<file path="src/rtl/gpio_defaults_sequencer_pkg.sv">
// -----------------------------------------------------------------------------
// gpio_defaults_pkg
// Shared types and constants for the GPIO default-configuration sequencer.
//   state_t         : sequencer FSM states
//   GPIO_CFG_WIDTH  : configuration bits per pad in the control-block chain
//   GPIO_MODE_*     : ready-made per-pad default words that callers concatenate
//                     to build the flat defaults bus
// Configuration word layout, LSB first:
//   [0] mgmt_en  [1] oeb  [2] inp_dis  [3] ib_mode_sel  [4] slow_sel
//   [5] ana_en   [6] ana_sel  [9:7] dm (pad drive mode)
// -----------------------------------------------------------------------------
package gpio_defaults_pkg;

  localparam int GPIO_CFG_WIDTH = 10;

  typedef enum logic [2:0] {
    ST_IDLE,
    ST_SHIFT_LO,
    ST_SHIFT_HI,
    ST_LOAD,
    ST_FINISH
  } state_t;

  // Management SoC owns the pad as an input, no pull (dm=001, oeb=1).
  localparam logic [GPIO_CFG_WIDTH-1:0] GPIO_MODE_MGMT_STD_INPUT_NOPULL = 10'h083;
  // Management SoC drives the pad, input buffer off (dm=110, inp_dis=1).
  localparam logic [GPIO_CFG_WIDTH-1:0] GPIO_MODE_MGMT_STD_OUTPUT       = 10'h305;
  // User project owns the pad, bidirectional (dm=110, mgmt_en=0).
  localparam logic [GPIO_CFG_WIDTH-1:0] GPIO_MODE_USER_STD_BIDIR        = 10'h300;
  // Analog passthrough, digital buffers off (dm=000, ana_en=1).
  localparam logic [GPIO_CFG_WIDTH-1:0] GPIO_MODE_ANALOG                = 10'h026;

endpackage

</file>
<file path="src/rtl/gpio_defaults_sequencer_serial_tick.sv">
// -----------------------------------------------------------------------------
// gpio_serial_tick
// Phase timer for the serial chain: a CLK_DIV down-counter that flags the last
// clk cycle of the current timed phase.
//   clk, resetn   : system clock, asynchronous active-low reset
//   i_run         : current state is a timed phase (counter runs)
//   i_reload      : state changes on the next edge (restart the phase)
//   o_phase_end   : high during the final cycle of a timed phase
// -----------------------------------------------------------------------------
module gpio_serial_tick #(
  parameter int CLK_DIV = 4
) (
  input  logic clk,
  input  logic resetn,
  input  logic i_run,
  input  logic i_reload,
  output logic o_phase_end
);

  localparam int               CNT_W  = (CLK_DIV > 1) ? $clog2(CLK_DIV) : 1;
  localparam logic [CNT_W-1:0] RELOAD = CNT_W'(CLK_DIV - 1);

  logic [CNT_W-1:0] r_cnt;

  // Held at RELOAD whenever not timing, so every phase starts with a full count.
  always_ff @(posedge clk or negedge resetn) begin
    if (!resetn) begin
      r_cnt <= RELOAD;
    end else if (!i_run || i_reload) begin
      r_cnt <= RELOAD;
    end else if (r_cnt != '0) begin
      r_cnt <= r_cnt - CNT_W'(1);
    end
  end

  assign o_phase_end = i_run && (r_cnt == '0);

endmodule

</file>
<file path="src/rtl/gpio_defaults_sequencer.sv">
// -----------------------------------------------------------------------------
// gpio_defaults_sequencer
// Shifts per-pad default configuration words into the GPIO control-block chain
// (highest stream bit first) and then strobes serial_load so every pad latches
// its default. Runs once after reset when AUTO_START=1, and on every start
// request seen while idle.
//   clk, resetn   : system clock, asynchronous active-low reset
//   defaults      : flat default words, pad p at [p*CFG_WIDTH +: CFG_WIDTH];
//                   read live, so it must be held stable while busy
//   start         : level request, only looked at in IDLE
//   serial_clock  : chain shift clock (chain captures on rising edge)
//   serial_data   : chain data, changes with the falling serial_clock edge
//   serial_load   : chain load strobe, CLK_DIV cycles
//   busy          : sequence in progress
//   done          : one-cycle completion pulse
// All outputs are registered.
// -----------------------------------------------------------------------------
module gpio_defaults_sequencer
  import gpio_defaults_pkg::*;
#(
  parameter int NUM_GPIO   = 38,
  parameter int CFG_WIDTH  = GPIO_CFG_WIDTH,
  parameter int CLK_DIV    = 4,
  parameter int AUTO_START = 1
) (
  input  logic                          clk,
  input  logic                          resetn,
  input  logic [NUM_GPIO*CFG_WIDTH-1:0] defaults,
  input  logic                          start,
  output logic                          serial_clock,
  output logic                          serial_data,
  output logic                          serial_load,
  output logic                          busy,
  output logic                          done
);

  localparam int               TOTAL    = NUM_GPIO * CFG_WIDTH;
  localparam int               BIT_W    = (TOTAL > 1) ? $clog2(TOTAL) : 1;
  localparam logic [BIT_W-1:0] LAST_BIT = BIT_W'(TOTAL - 1);

  state_t           r_state;
  state_t           w_state_next;
  logic [BIT_W-1:0] r_bit;
  logic [BIT_W-1:0] w_bit_next;
  logic             r_auto_pending;
  logic             w_run;
  logic             w_reload;
  logic             w_phase_end;

  logic r_serial_clock, r_serial_data, r_serial_load, r_busy, r_done;
  logic w_serial_clock, w_serial_data, w_serial_load, w_busy, w_done;

  assign w_run    = (r_state == ST_SHIFT_LO) || (r_state == ST_SHIFT_HI) ||
                    (r_state == ST_LOAD);
  assign w_reload = (w_state_next != r_state);

  gpio_serial_tick #(
    .CLK_DIV (CLK_DIV)
  ) u_tick (
    .clk         (clk),
    .resetn      (resetn),
    .i_run       (w_run),
    .i_reload    (w_reload),
    .o_phase_end (w_phase_end)
  );

  // State register. Outputs are registered from the next-state decode so they
  // change on the same edge as the state they belong to.
  // NOTE: sequential state uses non-blocking assignments so every register
  // samples pre-edge values regardless of statement order.
  always_ff @(posedge clk or negedge resetn) begin
    if (!resetn) begin
      r_state        <= ST_IDLE;
      r_bit          <= LAST_BIT;
      r_auto_pending <= (AUTO_START != 0);
      r_serial_clock <= 1'b0;
      r_serial_data  <= 1'b0;
      r_serial_load  <= 1'b0;
      r_busy         <= 1'b0;
      r_done         <= 1'b0;
    end else begin
      r_state        <= w_state_next;
      r_bit          <= w_bit_next;
      // The auto request only has to survive the first cycle after release.
      r_auto_pending <= 1'b0;
      r_serial_clock <= w_serial_clock;
      r_serial_data  <= w_serial_data;
      r_serial_load  <= w_serial_load;
      r_busy         <= w_busy;
      r_done         <= w_done;
    end
  end

  // Next-state and bit-index decode.
  // NOTE: every variable gets a default at the top of the block, so no path
  // through the case leaves it unassigned and no latch is inferred.
  always_comb begin
    w_state_next = r_state;
    w_bit_next   = r_bit;
    unique case (r_state)
      ST_IDLE: begin
        w_bit_next = LAST_BIT;
        if (start || r_auto_pending) w_state_next = ST_SHIFT_LO;
      end
      ST_SHIFT_LO: begin
        if (w_phase_end) w_state_next = ST_SHIFT_HI;
      end
      ST_SHIFT_HI: begin
        if (w_phase_end) begin
          if (r_bit == '0) begin
            w_state_next = ST_LOAD;
          end else begin
            w_state_next = ST_SHIFT_LO;
            w_bit_next   = r_bit - BIT_W'(1);
          end
        end
      end
      ST_LOAD: begin
        if (w_phase_end) w_state_next = ST_FINISH;
      end
      ST_FINISH: begin
        w_state_next = ST_IDLE;
      end
      default: begin
        w_state_next = ST_IDLE;
      end
    endcase
  end

  // Output decode for the state being entered.
  always_comb begin
    w_serial_clock = 1'b0;
    w_serial_data  = 1'b0;
    w_serial_load  = 1'b0;
    w_busy         = 1'b0;
    w_done         = 1'b0;
    unique case (w_state_next)
      ST_SHIFT_LO: begin
        w_busy        = 1'b1;
        w_serial_data = defaults[w_bit_next];
      end
      ST_SHIFT_HI: begin
        w_busy         = 1'b1;
        w_serial_clock = 1'b1;
        w_serial_data  = defaults[w_bit_next];
      end
      ST_LOAD: begin
        w_busy        = 1'b1;
        w_serial_load = 1'b1;
      end
      ST_FINISH: begin
        w_done = 1'b1;
      end
      default: begin
      end
    endcase
  end

  assign serial_clock = r_serial_clock;
  assign serial_data  = r_serial_data;
  assign serial_load  = r_serial_load;
  assign busy         = r_busy;
  assign done         = r_done;

endmodule

</file>
<file path="config.mk">
export PLATFORM = sky130hd
export DESIGN_NAME = gpio_defaults_sequencer
export DESIGN_NICKNAME = d
export VERILOG_FILES = /design/src/rtl/gpio_defaults_sequencer_pkg.sv /design/src/rtl/gpio_defaults_sequencer_serial_tick.sv /design/src/rtl/gpio_defaults_sequencer.sv
export SDC_FILE = /design/constraint.sdc
export NUM_CORES = 1
export LEC_CHECK = 0
export BUFFER_PORTS_ARGS = -buffer_cell sky130_fd_sc_hd__buf_4
export CAP_MARGIN = 20
export CORE_AREA = 2 2 152 154
export DETAILED_ROUTE_END_ITERATION = 10
export DIE_AREA = 0 0 154 156
export RECOVER_POWER = 100
export SYNTH_ARGS = -nofsm -noshare
export SYNTH_HDL_FRONTEND = slang
export SYNTH_HIERARCHICAL = 1
export SYNTH_SLANG_ARGS = --single-unit
</file>
<file path="constraint.sdc">
create_clock -name clk -period 4.88 [get_ports clk]
set_clock_uncertainty 0.05 [all_clocks]
set_input_delay 0.488 -clock clk [delete_from_list [all_inputs] [get_ports clk]]
set_output_delay 0.488 -clock clk [all_outputs]
set_load 0.05 [all_outputs]
</file>
======== After elaboration in Yosys (flattened, before gate mapping) ========
Index checks and enable logic that the tools add are counted.
word-level totals
  bits in registers ....................... 20
  bits of input ports ..................... 383
  output and inout bits ................... 5
operators by class
  add/subtract/negate cells ............... 2
  order comparisons ....................... 1
  eq/ne operators ......................... 8
  mux-type cells .......................... 18
  reductions and logical operators ........ 13
operators by type and width
  kind                   number
  $mux W9                2
  $pmux W9 S2            1
  $eq A3 B2 Y1 const B   4
  $mux W3                4
  $pmux W3 S4            1
  $lt A9 B10 Y1 const B  1
  $bmux W1 S9            1
  $logic_not A9 Y1       1
  $sub A9 B1 Y9 const B  1
  $eq A3 B1 Y1 const B   2
  $mux W1                6
  $mux W2                3
  $logic_or A1 B1 Y1     4
  $reduce_bool A2 Y1     2
  $eq A3 B3 Y1 const B   1
  $logic_not A3 Y1       1
  $ne A3 B3 Y1           1
  $reduce_or A3 Y1       1
  $logic_not A2 Y1       1
  $reduce_or A2 Y1       1
  $sub A2 B1 Y2 const B  1
  $logic_and A1 B1 Y1    1
  $logic_not A1 Y1       1

======== Logic depth before layout (Yosys ltp) ========
Gate-level depths: netlist of the first run.
  word-level depth ........................ 9
  depth in mapped cells ................... 19

======== By module ========
Netlist of the first run, hierarchy kept.
by module, submodules not included
  module                   instances  cells each  area each (µm²)  sequential area each (µm²)
  gpio_defaults_sequencer  1          815         4679.5           460.4
  gpio_serial_tick         1          12          121.4            52.6

======== Worst setup path after synthesis of the first run ========
No wires, ideal clock.
  path type ............................... register to register
  start point ............................. register u_tick.r_cnt[0]
  end point ............................... register r_serial_data, in the netlist serial_data
  setup time .............................. 0.135 ns
  arrival ................................. 3.082 ns
  required time ........................... 4.695 ns
  path slack .............................. 1.613 ns
  stages on the path, launching flop included .. 15
  buffers on the path ..................... 2
  cell sequence ........................... dfstp_2 inv_1 ha_1 and2_2 and4bb_2 o31ai_4 mux2_4 inv_2 buf_6 buf_6 mux4_2 a221oi_2 o211ai_1 o2111ai_1 nand4b_1
on the way
  longest elaborated chain between the ends .. 7
  elaborated cells on any way between the ends .. 14
ends and longest elaborated chain
  element                                                                   RTL line                                                        source
  from (decl)                                                               gpio_defaults_sequencer_serial_tick.sv:23                       logic [CNT_W-1:0] r_cnt;
  from (signal assigned)                                                    gpio_defaults_sequencer_serial_tick.sv:32                       r_cnt <= r_cnt - CNT_W'(1);
  $logic_not A2 Y1 (*)                                                      gpio_defaults_sequencer_serial_tick.sv:36                       assign o_phase_end = i_run && (r_cnt == '0);
  $logic_and A1 B1 Y1 (*)                                                   gpio_defaults_sequencer_serial_tick.sv:36
  named net w_phase_end                                                     gpio_defaults_sequencer.sv:48                                   logic w_phase_end;
  $mux W9 (tied with other cells)                                           gpio_defaults_sequencer.sv:109                                  if (w_phase_end) begin
  $pmux W9 S2 / $pmux W3 S4 (equally long branches)                         gpio_defaults_sequencer.sv:100                                  unique case (r_state)
  $bmux W1 S9 (tied with other cells)                                       gpio_defaults_sequencer.sv:140, gpio_defaults_sequencer.sv:145
  $mux W1 (implied by the code) / $reduce_or A2 Y1 (equally long branches)  --
  $mux W1 (*)                                                               --
  named net w_serial_data                                                   gpio_defaults_sequencer.sv:51                                   logic w_serial_clock, w_serial_data, w_serial_load, w_busy, w_done;
  to (signal assigned)                                                      gpio_defaults_sequencer.sv:87                                   r_serial_data <= w_serial_data;
  to (decl)                                                                 gpio_defaults_sequencer.sv:50                                   logic r_serial_clock, r_serial_data, r_serial_load, r_busy, r_done;
The timed path passes the listed nets; every way through them passes the cells marked *. The select of a mux whose other input is x is not followed.
A chain may end at the register's enable or synchronous reset.

======== Final worst setup path of the first run ========
  start point ............................. register r_state[0]
  end point ............................... register r_serial_data, in the netlist serial_data
on the way
  longest elaborated chain between the ends .. 9
  elaborated cells on any way between the ends .. 20
ends and longest elaborated chain
  element                                                                   RTL line                                                        source
  from (decl)                                                               gpio_defaults_sequencer.sv:41                                   state_t r_state;
  from (signal assigned)                                                    gpio_defaults_sequencer.sv:82                                   r_state <= w_state_next;
  $eq A3 B1 Y1 / $eq A3 B2 Y1 (equally long branches)                       gpio_defaults_sequencer.sv:53                                   assign w_run = (r_state == ST_SHIFT_LO) || (r_state == ST_SHIFT_HI) ||
  $logic_or A1 B1 Y1                                                        gpio_defaults_sequencer.sv:53
  $logic_or A1 B1 Y1 (*)                                                    gpio_defaults_sequencer.sv:53
  named net w_run                                                           gpio_defaults_sequencer.sv:46                                   logic w_run;
  $logic_and A1 B1 Y1 (*)                                                   gpio_defaults_sequencer_serial_tick.sv:36
  named net w_phase_end                                                     gpio_defaults_sequencer.sv:48
  $mux W9 (tied with other cells)                                           gpio_defaults_sequencer.sv:109
  $pmux W9 S2 / $pmux W3 S4 (equally long branches)                         gpio_defaults_sequencer.sv:100
  $bmux W1 S9 (tied with other cells)                                       gpio_defaults_sequencer.sv:140, gpio_defaults_sequencer.sv:145
  $mux W1 (implied by the code) / $reduce_or A2 Y1 (equally long branches)  --
  $mux W1 (*)                                                               --
  named net w_serial_data                                                   gpio_defaults_sequencer.sv:51
Marked as above.

==> metrics.yaml, run 1 <==
outcome: "finished, final reports clean"
met3_length_um: 1850
met1Wirelength_um: 12300
core_area_um2: 22400
synthToLayoutAreaGrowth_pct: 65.9
firstDrtPassIters: 5
n_fill_cell: 2492
wl_met2_um: 15300
startpoint_type: "flop"
slowest_delay_ns: 0.61
post-route-period-util: 0.892
setup.worst_path.end_class: "flop"
ir_drop_mv: 0.307
dpl-instance-area_um2: 7920
grt_usage: 0.238
cts-root-buf: "clkbuf_16"
crit_fanout: 15
cts_buffers: 3
power.density_nw_per_um2: 294
post_cts_buffers: 0
cp.buffers_inverters: 2
clk_pin_slew_ns: 0.06
p_sw_mw: 1.29
netSwitchingFraction: 0.551
crit_family: "simple AND/OR/NAND/NOR gates"
final_cell_area_um2: 7960
grt_pass1_wl_um: 43700
path_cells: "nor2_1, nor2_1, and2_2, and4bb_1, o311ai_0, o22a_1, inv_1, clkbuf_1, nand3_1, or4_1, a21oi_1, a311oi_1, o211a_1, o2111ai_1, nand4b_1"
io_buffers: 387
drive_above_1_share: 0.370
grt_overflow: 0
netlist_area_um2: 4800
setup_violations: 0
drv_slew: 0
power_frac_seq: 0.108
finalHoldViolations: 0
wirelength_um: 30000
n_antenna_cell: 0
placementRows: 55
syn-num-nets: 1212
synth_cells: 827
die_y_um: 156
cpMaxStageDelayCell: "clkbuf_1"
ys_ff_latch: 20
maxCapViolations: 0
synth_area_per_cell_um2: 5.81
cts_tree: "done"
avgRoutedWirePerCell_um: 20.6
internal-power_mw: 1.05
synthFlopType: "dfstp_2"
die_x_um: 154
power_frac_clock: 0.076
clockBufferDepth: 2
highest_layer: "met4"
grt_pass1_vias: 7275
start_util: 0.215
synth_enable_flop_cells: 0
drt_iter0_drc: 579
yosys.cell_types.count: 75
cts_hold_buffers: 0
io_pins: 388
async_flop_share: 1.00
ant_nets: 0
yosysSeqAreaShare: 0.107
yosys_warnings: 6
p_leak_nw: 4.00
fmax_ghz: 0.230
hold_class: "in2async"
cp.arrival_ns: 4.43
antenna_found_initial: 0
fin_setup_tns_ns: 0
cpMostUsedCell: "nor2_1"
via_per_inst: 5.08
rsz0062_at_grt: "no"
p_comb_frac: 0.817
nets: 1557
tightest_slew_ns: 1.10
vias: 7401
dp_hpwl_um: 24200
cts_resized: 0
min_period_ns: 4.35
die-area_um2: 24000
drc: 0
clk_latency_ns: 0.26
cts_max_level: 1
crit_required_ns: 4.96
slew_headroom: 0.266
grt_max_degree: 156
crit_type: "reg2reg"
gp_congestion: 0.845
cts.sinks: 20
layer usage:
metal | vias to the layer above | track usage
met1 | 3427 | 0.298
met5 | - | 0
met2 | 328 | 0.438
met3 | 28 | 0.0322
met4 | 0 | 0.0401
li1 | 3618 | -
cells by family after synthesis:
kind of cell | after synthesis | synth area share
AND/OR/NAND/NOR | 566 | 0.526
AO/OA/AOI/OAI | 115 | 0.178
buffers and inverters | 80 | 0.0850
multiplexers | 41 | 0.0949
flip-flops | 20 | 0.107
adder cells (fa/ha/maj) | 2 | 0.00521
XOR/XNOR | 2 | 0.00365
other | 1 | 0.000781
worst register-to-register path, cell delays in order, from the launching register on:
cell and delay [ns]:
dfrtp_1 0.54, nor2_1 0.07, nor2_1 0.12, and2_2 0.24
and4bb_1 0.34, o311ai_0 0.17, o22a_1 0.24, inv_1 0.19
clkbuf_1 0.61, nand3_1 0.54, or4_1 0.55, a21oi_1 0.15
a311oi_1 0.09, o211a_1 0.15, o2111ai_1 0.07, nand4b_1 0.11
cell usage after synthesis (all sizes together), types with 3 or more instances:
master / count / area (µm²)
nand2: 325 / 1220
o311ai: 3 / 26.3
nor3: 11 / 60.1
a21oi: 22 / 114
a221oi: 3 / 32.5
mux2i: 35 / 350
a31oi: 18 / 113
o21ai: 11 / 58.8
a311oi: 5 / 43.8
or3: 3 / 23.8
buf: 52 / 302
o2111ai: 3 / 26.3
mux4: 3 / 67.6
nand3: 143 / 716
dfstp: 10 / 263
clkbuf: 16 / 60.1
and3: 11 / 68.8
a32o: 3 / 30.0
and2: 4 / 26.3
a211o: 4 / 35.0
inv: 11 / 41.3
nand4: 17 / 106
a32oi: 20 / 175
nor2b: 3 / 18.8
dfrtp: 10 / 250
nand4b: 3 / 26.3
nor2: 29 / 111
o211ai: 4 / 30.0
mux2: 3 / 37.5
or4: 3 / 22.5
stage by stage:
stage,power (mW),utilization,instances,worst slack (ns),hold WS (ns)
3_5_place_dp,2.19,0.354,1452,0.766,0.335
2_1_floorplan,1.49,-,827,1.61,0.142
6_report,2.34,0.356,1456,0.525,0.369
5_1_grt,2.55,0.356,1456,0.208,0.471
4_1_cts,2.38,0.358,1456,0.745,0.0628
3_3_place_gp,2.21,0.354,1452,0.774,0.332
sequential cells by signal, summed over array words and instances (netlist names):
name and flops:
serial_load 1, r_state 3, serial_data 1, r_auto_pending 1, serial_clock 1, done 1
u_tick/r_cnt 2, r_bit 9, busy 1
power by group through the flow:
stage	sequential [mW]	combinational (mW)	clock [mW]
finish	0.252	1.91	0.177
global route	0.260	2.10	0.185
CTS	0.255	1.94	0.180
detailed placement	0.258	1.94	0
global placement	0.256	1.95	0
floorplan	0.283	1.21	0
cell type report:
| class | instances | area (µm²) | area share |
|---|---|---|---|
| multi-input cells | 727 | 3890 | 0.489 |
| inverters | 12 | 50.0 | 0.00628 |
| flip-flops and latches | 20 | 513 | 0.0644 |
| repair buffers | 408 | 3070 | 0.386 |
| clock buffers | 4 | 78.8 | 0.00990 |
| well taps | 285 | 357 | 0.0448 |
layout by cell type, fill, tap and decap left out, types with 8 or more instances in the layout:
cell type	count
inv_1	9
dfstp_2	8
clkbuf_1	8
a21oi_1	21
buf_4	398
a31oi_1	18
and3_1	11
nor2_1	25
nand3_1	143
nand4_1	17
a32oi_1	20
nand2_1	324
nor3_1	10
dfrtp_1	10
o21ai_0	10
mux2i_1	35
final timing paths:
kind	startpoint	end	slack [ns]	cells past startpoint
hold reg to reg	r_bit[8]	r_bit[8]	0.50	2
max in group asynchronous	resetn	r_state[2]	3.75	1
hold / removal	resetn	busy	0.37	1
setup reg to reg	r_state[0]	serial_data	0.53	15
setup / recovery	r_state[0]	serial_data	0.53	15
min in group clk	r_bit[8]	r_bit[8]	0.50	2
Note: power is estimated with default switching activity, not from simulation.
==> run 2, diff against run 1 <==
clock period = 3.9 ns   (was 4.88 ns; I/O delays follow)
==> metrics.yaml, run 2 (synthesis results as in run 1) <==
outcome: "finished, final reports clean"
core_area_um2: 22400
grt_overflow: 0
wirelength_um: 30100
grt_pass1_wl_um: 44100
die_x_um: 154
slew_headroom: 0.272
die-area_um2: 24000
clk_pin_slew_ns: 0.06
io_buffers: 387
tightest_slew_ns: 1.09
crit_required_ns: 3.99
dp_hpwl_um: 24800
maxCapViolations: 0
fmax_ghz: 0.269
ir_drop_mv: 0.217
grt_pass1_vias: 7494
regMostFlops: "r_bit"
grt_max_degree: 83
nets: 1585
finalPower_mw: 3.04
antenna_found_initial: 0
ant_nets: 0
firstDrtPassIters: 6
vias: 7570
clk_latency_ns: 0.26
n_fill_cell: 2487
gp_congestion: 0.892
synthToLayoutAreaGrowth_pct: 72.6
io_pins: 388
critPathLaunch: "r_bit[1]"
grt_usage: 0.237
setup_violations: 0
drive_above_1_share: 0.389
cts_tree: "done"
fin_ws_ns: 0.183
final_cell_area_um2: 8280
cts.sinks: 20
fin_util: 0.370
startpoint_type: "flop"
via_per_inst: 5.10
avgRoutedWirePerCell_um: 20.3
drt_iter0_drc: 518
setup.worst_path.end_class: "flop"
dp_slack_ns: 0.105
cts_buffers: 3
start_util: 0.215
placementRows: 55
crit_type: "reg2reg"
top_regs: "r_bit x9, r_state x3, u_tick/r_cnt x2"
min-delay-start: "r_bit[8]"
power.density_nw_per_um2: 368
hold_ws_ns: 0.507
clockBufferDepth: 2
cts_max_level: 1
n_antenna_cell: 0
drc: 0
p_leak_nw: 4.17
reg2reg_from: "r_bit[1]"
final_cell_mix: "buf_4, nand2_1, nand3_1"
final_common_cell: "buf_4"
dpl-instance-area_um2: 8160
post-route-period-util: 0.953
cp.arrival_ns: 3.80
finalHoldViolations: 0
largest_reg_flops: 9
hold_class: "reg2reg"
multi_input_area_um2: 3940
drv_slew: 0
cts-root-buf: "clkbuf_16"
min_period_ns: 3.72
seq_area_um2: 513
die_y_um: 156
crit_fanout: 30
[run 2: routing by layer]
metal | part of all wire | global-route usage | routed length [µm] | vias to the layer above
met5 | 0 | 0 | 0 | -
met4 | 0.023 | 0.0538 | 698 | 0
met3 | 0.057 | 0.0339 | 1720 | 43
met2 | 0.50 | 0.423 | 15000 | 317
met1 | 0.42 | 0.300 | 12700 | 3537
li1 | - | - | - | 3673
[run 2: what timing repair did]
item | 4_1_cts | 5_1_grt
gates resized for setup | 0 | 15
hold endpoints to repair | 10 | 0
hold buffers | 1 | 0
buffers inserted | 0 | 0
endpoints found under the setup margin | 0 | 1
[run 2: path summary, 6_finish.rpt]
check / end / slack [ns] / depth (start not counted)
min in group asynchronous: r_bit[2] / 0.81 / 2
setup / recovery: serial_data / 0.18 / 12
max in group asynchronous: r_state[2] / 2.33 / 2
setup reg to reg: serial_data / 0.18 / 12
hold reg to reg: r_bit[8] / 0.51 / 2
hold / removal: r_bit[8] / 0.51 / 2
[run 2: final cells by class]
class	count	share of cell area
clock buffers	3	0.00906
clock inverters	1	0.00362
inverters	12	0.00695
multi-input cells	727	0.475
flip-flops and latches	20	0.0619
well taps	285	0.0430
repair buffers	436	0.400
[run 2: where the power goes]
group	internal (mW)	switching, mW	leakage, nW
clock	0.204	0.0824	0.0511
combinational	0.992	1.47	3.89
sequential	0.268	0.0284	0.232
total	1.46	1.58	4.17
[run 2: per-stage QoR]
step                      cells  TNS (ns)
after CTS                  1484         0
after global placement     1479         0
after global routing       1484   -0.0131
after detailed placement   1479         0
after floorplan             827         0
final                      1484         0
[run 2: critical path, cell delays in order, from the launching register on]
cell and delay [ns]:
dfstp_2 0.37, inv_1 0.11, ha_1 0.21, or3b_4 0.42, o31ai_4 0.38, mux2_4 0.31, buf_4 0.36, nand3_1 0.13
a32o_1 0.32, or4_1 0.48, and4_1 0.20, o2111ai_1 0.11, nand4b_1 0.12
